## src/rtl/mul_div_pkg.sv

```systemverilog
// Shared types and helpers for the sequential multiply/divide unit.
package mul_div_pkg;

    typedef enum logic [1:0] {
        IDLE = 2'd0,
        RUN  = 2'd1,
        DONE = 2'd2
    } state_t;

    localparam logic MODE_MUL = 1'b0;
    localparam logic MODE_DIV = 1'b1;

    // Width of the iteration counter: it must hold the larger operand width.
    function automatic int cnt_width(input int n1, input int n2);
        int m;
        m = (n1 > n2) ? n1 : n2;
        return $clog2(m + 1);
    endfunction

endpackage

```

## src/rtl/mul_div_datapath.sv

```systemverilog
// Shift-add multiplier and restoring divider registers, one bit per step.
// o_result_next is the packed result as it will be after the current step,
// so the controller can capture it on the final iteration edge.
module mul_div_datapath
    import mul_div_pkg::*;
#(
    parameter int N1 = 8,
    parameter int N2 = 8
) (
    input  logic             i_clk,
    input  logic             i_rst,
    input  logic             i_load,
    input  logic             i_step,
    input  logic             i_mode,
    input  logic [N1-1:0]    i_oper_x,
    input  logic [N2-1:0]    i_oper_y,
    output logic [N1+N2-1:0] o_result_next
);

    localparam int W = N1 + N2;

    logic [W-1:0]  r_acc;   // product accumulator
    logic [W-1:0]  r_xs;    // multiplicand, shifted left each step
    logic [N2-1:0] r_y;     // multiplier (shifted right) or divisor (static)
    logic [N2-1:0] r_rem;   // partial remainder; always < divisor
    logic [N1-1:0] r_q;     // dividend bits out at the top, quotient bits in at the bottom

    logic [W-1:0]  w_acc_next;
    logic [N2:0]   w_shifted;
    logic [N2:0]   w_trial;
    logic          w_neg;
    logic [N2-1:0] w_rem_next;
    logic [N1-1:0] w_q_next;

    // One iteration of each algorithm. Since the remainder is below the
    // divisor, the shifted value is below twice the divisor, so bit N2 of
    // the trial difference is exactly its sign.
    always_comb begin
        w_acc_next    = r_acc + (r_y[0] ? r_xs : '0);
        w_shifted     = {r_rem, r_q[N1-1]};
        w_trial       = w_shifted - {1'b0, r_y};
        w_neg         = w_trial[N2];
        w_rem_next    = w_neg ? w_shifted[N2-1:0] : w_trial[N2-1:0];
        w_q_next      = (r_q << 1) | N1'(!w_neg);
        o_result_next = (i_mode == MODE_DIV) ? {w_rem_next, w_q_next} : w_acc_next;
    end

    // Operand load on accept, then one algorithm step per RUN cycle.
    always_ff @(posedge i_clk or posedge i_rst) begin
        if (i_rst) begin
            r_acc <= '0;
            r_xs  <= '0;
            r_y   <= '0;
            r_rem <= '0;
            r_q   <= '0;
        end else if (i_load) begin
            r_acc <= '0;
            r_xs  <= W'(i_oper_x);
            r_y   <= i_oper_y;
            r_rem <= '0;
            r_q   <= i_oper_x;
        end else if (i_step) begin
            if (i_mode == MODE_MUL) begin
                r_acc <= w_acc_next;
                r_xs  <= r_xs << 1;
                r_y   <= r_y >> 1;
            end else begin
                r_rem <= w_rem_next;
                r_q   <= w_q_next;
            end
        end
    end

endmodule

```

## src/rtl/seq_mul_div.sv

```systemverilog
// Sequential unsigned multiply/divide unit with Start/Busy/Done handshake.
// Handshake: Start is only looked at in IDLE or DONE; an accepted request
// raises Busy from the next cycle, and Done pulses for one cycle when Result
// and DivByZero have been updated. Start during RUN is ignored.
module seq_mul_div
    import mul_div_pkg::*;
#(
    parameter int OPER1_LENGTH = 8,
    parameter int OPER2_LENGTH = 8
) (
    input  logic                                 CLK,
    input  logic                                 RST,
    input  logic                                 Start,
    input  logic                                 Mode,
    input  logic [OPER1_LENGTH-1:0]              OperX,
    input  logic [OPER2_LENGTH-1:0]              OperY,
    output logic                                 Busy,
    output logic                                 Done,
    output logic                                 DivByZero,
    output logic [OPER1_LENGTH+OPER2_LENGTH-1:0] Result,
    output state_t                               DbgState
);

    localparam int W  = OPER1_LENGTH + OPER2_LENGTH;
    localparam int CW = cnt_width(OPER1_LENGTH, OPER2_LENGTH);
    localparam logic [CW-1:0] L_MUL = CW'(OPER2_LENGTH);
    localparam logic [CW-1:0] L_DIV = CW'(OPER1_LENGTH);

    state_t        r_state;
    state_t        w_next_state;
    logic [CW-1:0] r_cnt;
    logic          r_mode;
    logic          w_accept;
    logic          w_dz;
    logic          w_finish;
    logic [W-1:0]  w_result_next;

    assign DbgState = r_state;

    // Next-state decode, accept/finish strobes and handshake outputs.
    always_comb begin
        w_next_state = r_state;
        w_accept     = 1'b0;
        w_finish     = 1'b0;
        Busy         = 1'b0;
        Done         = 1'b0;
        w_dz         = (Mode == MODE_DIV) && (OperY == '0);
        case (r_state)
            IDLE: begin
                if (Start) begin
                    w_accept     = 1'b1;
                    w_next_state = w_dz ? DONE : RUN;
                end
            end
            RUN: begin
                Busy = 1'b1;
                if (r_cnt == CW'(1)) begin
                    w_finish     = 1'b1;
                    w_next_state = DONE;
                end
            end
            DONE: begin
                Done = 1'b1;
                if (Start) begin
                    w_accept     = 1'b1;
                    w_next_state = w_dz ? DONE : RUN;
                end else begin
                    w_next_state = IDLE;
                end
            end
            default: w_next_state = IDLE;
        endcase
    end

    // State register.
    always_ff @(posedge CLK or posedge RST) begin
        if (RST) r_state <= IDLE;
        else     r_state <= w_next_state;
    end

    // Iteration counter and latched operation mode.
    always_ff @(posedge CLK or posedge RST) begin
        if (RST) begin
            r_cnt  <= '0;
            r_mode <= MODE_MUL;
        end else if (w_accept) begin
            r_mode <= Mode;
            r_cnt  <= w_dz ? '0 : ((Mode == MODE_DIV) ? L_DIV : L_MUL);
        end else if (r_state == RUN) begin
            r_cnt <= r_cnt - CW'(1);
        end
    end

    // Result registers change only when entering DONE.
    always_ff @(posedge CLK or posedge RST) begin
        if (RST) begin
            Result    <= '0;
            DivByZero <= 1'b0;
        end else if (w_accept && w_dz) begin
            Result    <= '1;
            DivByZero <= 1'b1;
        end else if (w_finish) begin
            Result    <= w_result_next;
            DivByZero <= 1'b0;
        end
    end

    mul_div_datapath #(
        .N1(OPER1_LENGTH),
        .N2(OPER2_LENGTH)
    ) u_datapath (
        .i_clk         (CLK),
        .i_rst         (RST),
        .i_load        (w_accept),
        .i_step        (r_state == RUN),
        .i_mode        (r_mode),
        .i_oper_x      (OperX),
        .i_oper_y      (OperY),
        .o_result_next (w_result_next)
    );

endmodule

```

## config.mk

```make
export PLATFORM = sky130hd
export DESIGN_NAME = seq_mul_div
export DESIGN_NICKNAME = d
export VERILOG_FILES = /design/src/rtl/mul_div_pkg.sv /design/src/rtl/mul_div_datapath.sv /design/src/rtl/seq_mul_div.sv
export SDC_FILE = /design/constraint.sdc
export NUM_CORES = 1
export LEC_CHECK = 0
export BUFFER_PORTS_ARGS = -buffer_cell sky130_fd_sc_hd__buf_2
export CAP_MARGIN = 5
export CORE_ASPECT_RATIO = 0.7
export CORE_MARGIN = 1.5
export CORE_UTILIZATION = 35
export CTS_BUF_LIST = sky130_fd_sc_hd__clkbuf_4
export DETAILED_ROUTE_END_ITERATION = 10
export PLACE_DENSITY = 0.51
export RECOVER_POWER = 25
export SETUP_SLACK_MARGIN = 0.4
export SLEW_MARGIN = 20
export SYNTH_ARGS = -nofsm -noshare
export SYNTH_HDL_FRONTEND = slang
export SYNTH_SLANG_ARGS = --single-unit
```

## constraint.sdc

```tcl
create_clock -name CLK -period 3.01 [get_ports CLK]
set_input_delay 0 -clock CLK [delete_from_list [all_inputs] [get_ports CLK]]
set_output_delay 0 -clock CLK [all_outputs]
set_load 0.02 [all_outputs]
```

==> summary.txt <==
Status
  – Outcome: finished with violations
  – Failing checks: capacitance limit, slew limit

Logic synthesis
  – Synth top area cells: dfrtp_1 (41%), nand2_1 (7.7%), ha_1 (6.5%), a21oi_1 (3.6%), nor2_1 (3.6%)
  – Syn. warnings: 0
  – Flip-flop and latch count after synthesis: 80
  – Synthesized Nets: 606
  – Synth cell types: 58
  – Post-synth design cell area: 4840 µm²
  – Mean area per synthesized cell: 8.66 µm²
  – Synth area leader: dfrtp_1
  – Yosys top cell area share: 0.413
  – Sequential area share after synthesis: 0.413
  – Asr flop ratio synth: 1.00
  – Cells after Synth: around 560
  – Post-synth EDFFs: 0
  – Main synth FF type: dfrtp_1

Timing
  – FMAX: between 0.3 and 0.4 GHz
  – Max-slew violations: 34
  – # setup viols final: 0
  – Measured slew at the worst slew-check pin: roughly 1.5 ns
  – Clock Skew: about 0.011 ns
  – Setup TNS: 0 ns
  – Tmin final: 2.70 ns
  – Hold slack: ~0.074 ns
  – Max-slew headroom: -0.0129
  – RSZ-0062 raised after global routing: true
  – Period utilization: 0.897
  – Final hold vios: 0

Cells and area
  – Area of the multi-input gates: roughly 2800 µm²
  – Share of cells above drive strength 1: 0.216
  – # fillers: approximately 1300
  – Commonest non-fill, non-tap cell in the layout: nand2_1
  – Final core occ: 0.444
  – FF/Latch Area: about 2000 µm²
  – Cell area after layout: slightly below 6000 µm²
  – Commonest cells after routing, fill and taps aside: nand2_1 (99), dfrtp_1 (80), nor2_1 (45)
  – Net count, final: between 600 and 700
  – Diodes inserted: 0
  – Area added between synthesis and finish: 22.1%

Placement
  – Placed Area: between 5000 and 6000 µm²
  – IO Port Bufs: 40
  – Final GP Congestion: 0.865
  – Post-DP HPWL: around 11000 µm

Setup path
  – Number of cells on the worst reg-to-reg path: 11
  – CP required: roughly 3.4 ns
  – CP arrival: 3.07 ns
  – Biggest cell delay along the critical path: roughly 0.42 ns
  – CP max stage cell: dfrtp_1
  – Kind of critical path: reg -> reg
  – Setup crit start kind: flop
  – Crit Reg-Reg Endpoint: Result[8]
  – Reg2reg start: u_datapath.r_y[0]
  – CP endpoint kind: flop
  – Most used cell, CP: o31ai_4
  – CP Cell Sequence: buf_6 > ha_4 > inv_2 > fa_2 > a211oi_4 > o31ai_4 > o31ai_4 > buf_12 > xor2_4 > mux2_4 > a211oi_2
  – Reg2reg setup slack: around 0.31 ns
  – Crit Path Max Fanout: 4

Flow run
  – Max cap viols: 1

Hold path
  – WHS Path Cells: 4
  – Hold_sp: Start
  – Hold/Removal Path Class: in -> reg
  – Worst Hold Endpoint: u_datapath.r_xs[14]

Power
  – Pleak: 0.00267 µW
  – Worst VDD drop: between 500 and 600 µV
  – Power per cell area: 1270 nW/µm²

Detailed routing
  – Vias per inst: 5.38
  – WL final: between 10000 and 15000 µm
  – Vias: roughly 4400
  – WL per Instance: 17.6 µm
  – Number of detailed-routing iterations run before antenna repair: 5
  – Detailed Route Iter0 Violations: approximately 390
  – Post-route ant nets: 0
  – Drt drc: 0

Clock tree
  – Clk Latency, worst-skew pair: between 0.4 and 0.5 ns
  – Clk buf depth: 2
  – Clock Pin Slew Worst Setup and Hold Paths: 0.13 ns
  – Root Driver: clkbuf_4
  – CTS tree: built
  – Clk sinks: 80
  – Total CTS buffers: 9
  – H-tree depth: 3

Die
  – Core area: about 13000 µm²
  – Die ar.: 14600 µm²
  – Die Span X: about 140 µm
  – Cell row count: 35
  – # IOs: a little over 40
  – Effective utilization at floorplan: 0.364
  – Die height: 101 µm

Global routing
  – Initial antenna violation count: 0
  – Vias in the first global route: 4065
  – Grt ovf: 0
  – GRT Util Overall: 0.210
  – Pin count of the biggest net entering global routing: 34
  – Global-route wire length before repair: 23000 µm
[sequential cells by signal, summed over array words and instances, names as in the netlist]
signal,flops
Result,16
u_datapath.r_rem,8
r_cnt,4
u_datapath.r_y,8
u_datapath.r_xs,16
u_datapath.r_q,8
u_datapath.r_acc,16
r_mode,1
DbgState,2
DivByZero,1
[worst max path at each step]
| stage | from | endpoint | slack (ns) | cells after the start |
|---|---|---|---|---|
| after CTS | u_datapath.r_q[7] | Result[8] | 0.30 | 11 |
| after global routing | u_datapath.r_y[0] | Result[8] | 0.22 | 11 |
| final | u_datapath.r_y[0] | Result[8] | 0.31 | 11 |
| after detailed placement | u_datapath.r_q[7] | u_datapath.r_rem[2] | 0.20 | 10 |
| after global placement | u_datapath.r_y[0] | u_datapath.r_acc[13] | 0.24 | 9 |
| after floorplan | u_datapath.r_y[0] | Result[8] | 0.36 | 9 |
[area by class of cell]
class | count | share of cell area
multi-input combinational | 433 | 0.481
sequential | 80 | 0.338
timing repair buffer | 90 | 0.109
tap | 185 | 0.0391
clock buffer | 10 | 0.0127
clock inverter | 6 | 0.0102
inverter | 15 | 0.00973
[cells in the mapped netlist (3+ instances only)]
cell type  instances
a211oi_1           8
a21o_1             4
a21oi_1           35
a31oi_1           22
and2_1            18
and3_1             6
buf_6              3
clkbuf_1          25
dfrtp_1           80
ha_1              25
inv_1             14
mux2_2             3
mux2i_1            9
nand2_1          100
nand2b_1           4
nand3_1           32
nor2_1            46
nor2b_1            5
nor3_1             9
nor3b_1            4
o2111ai_1          3
o211ai_1           5
o21a_1             4
o21ai_0           33
xnor2_1           10
xor2_1             9
[cell families (layout without fill, tap and decap cells)]
logic type,count (synthesis),in the layout,synth area share
AND/OR/NAND/NOR,234,234,0.219
AO/OA/AOI/OAI,140,140,0.187
flip-flops,80,80,0.413
buffers and inverters,46,121,0.0424
adder cells (fa/ha/maj),27,27,0.0728
XOR/XNOR,20,20,0.0400
multiplexers,12,12,0.0256
[metrics by stage]
stage	instances	power, µW	setup WS [ns]
6_report	819	7520	0.309
5_1_grt	819	8140	0.221
4_1_cts	810	7020	0.304
3_5_place_dp	768	6010	0.203
3_3_place_gp	768	5980	0.245
2_1_floorplan	559	4870	0.363
[layer usage]
layer  part of all wire  track usage  vias to the layer above
met5                  0            0                        -
met4             0.0067       0.0471                        0
met3              0.068       0.0501                        7
met2               0.38        0.270                      146
met1               0.54        0.342                     2142
li1                   -            -                     2110
[what timing repair did]
item,CTS,global route
buffers inserted,8,9
resized for setup,20,35
hold buffers,18,0
hold endpoints to repair,57,0
endpoints found under the setup margin,19,27
pin swaps,10,15
[where the power goes]
group | internal (µW) | leakage [µW] | switching, µW
Sequential | 1560 | 0.000995 | 440
Clock | 259 | 0.0000738 | 403
Combinational | 2060 | 0.00160 | 2790
[worst max-delay path: cells and delay by family (launching register included)]
family          cells  cell delay, ns
compound gates      4            0.81
fa+ha+maj           2            0.48
flops               1            0.42
mux                 1            0.35
buf+inv             3            0.30
xor+xnor            1            0.27
(Power assumes the default switching activity.)
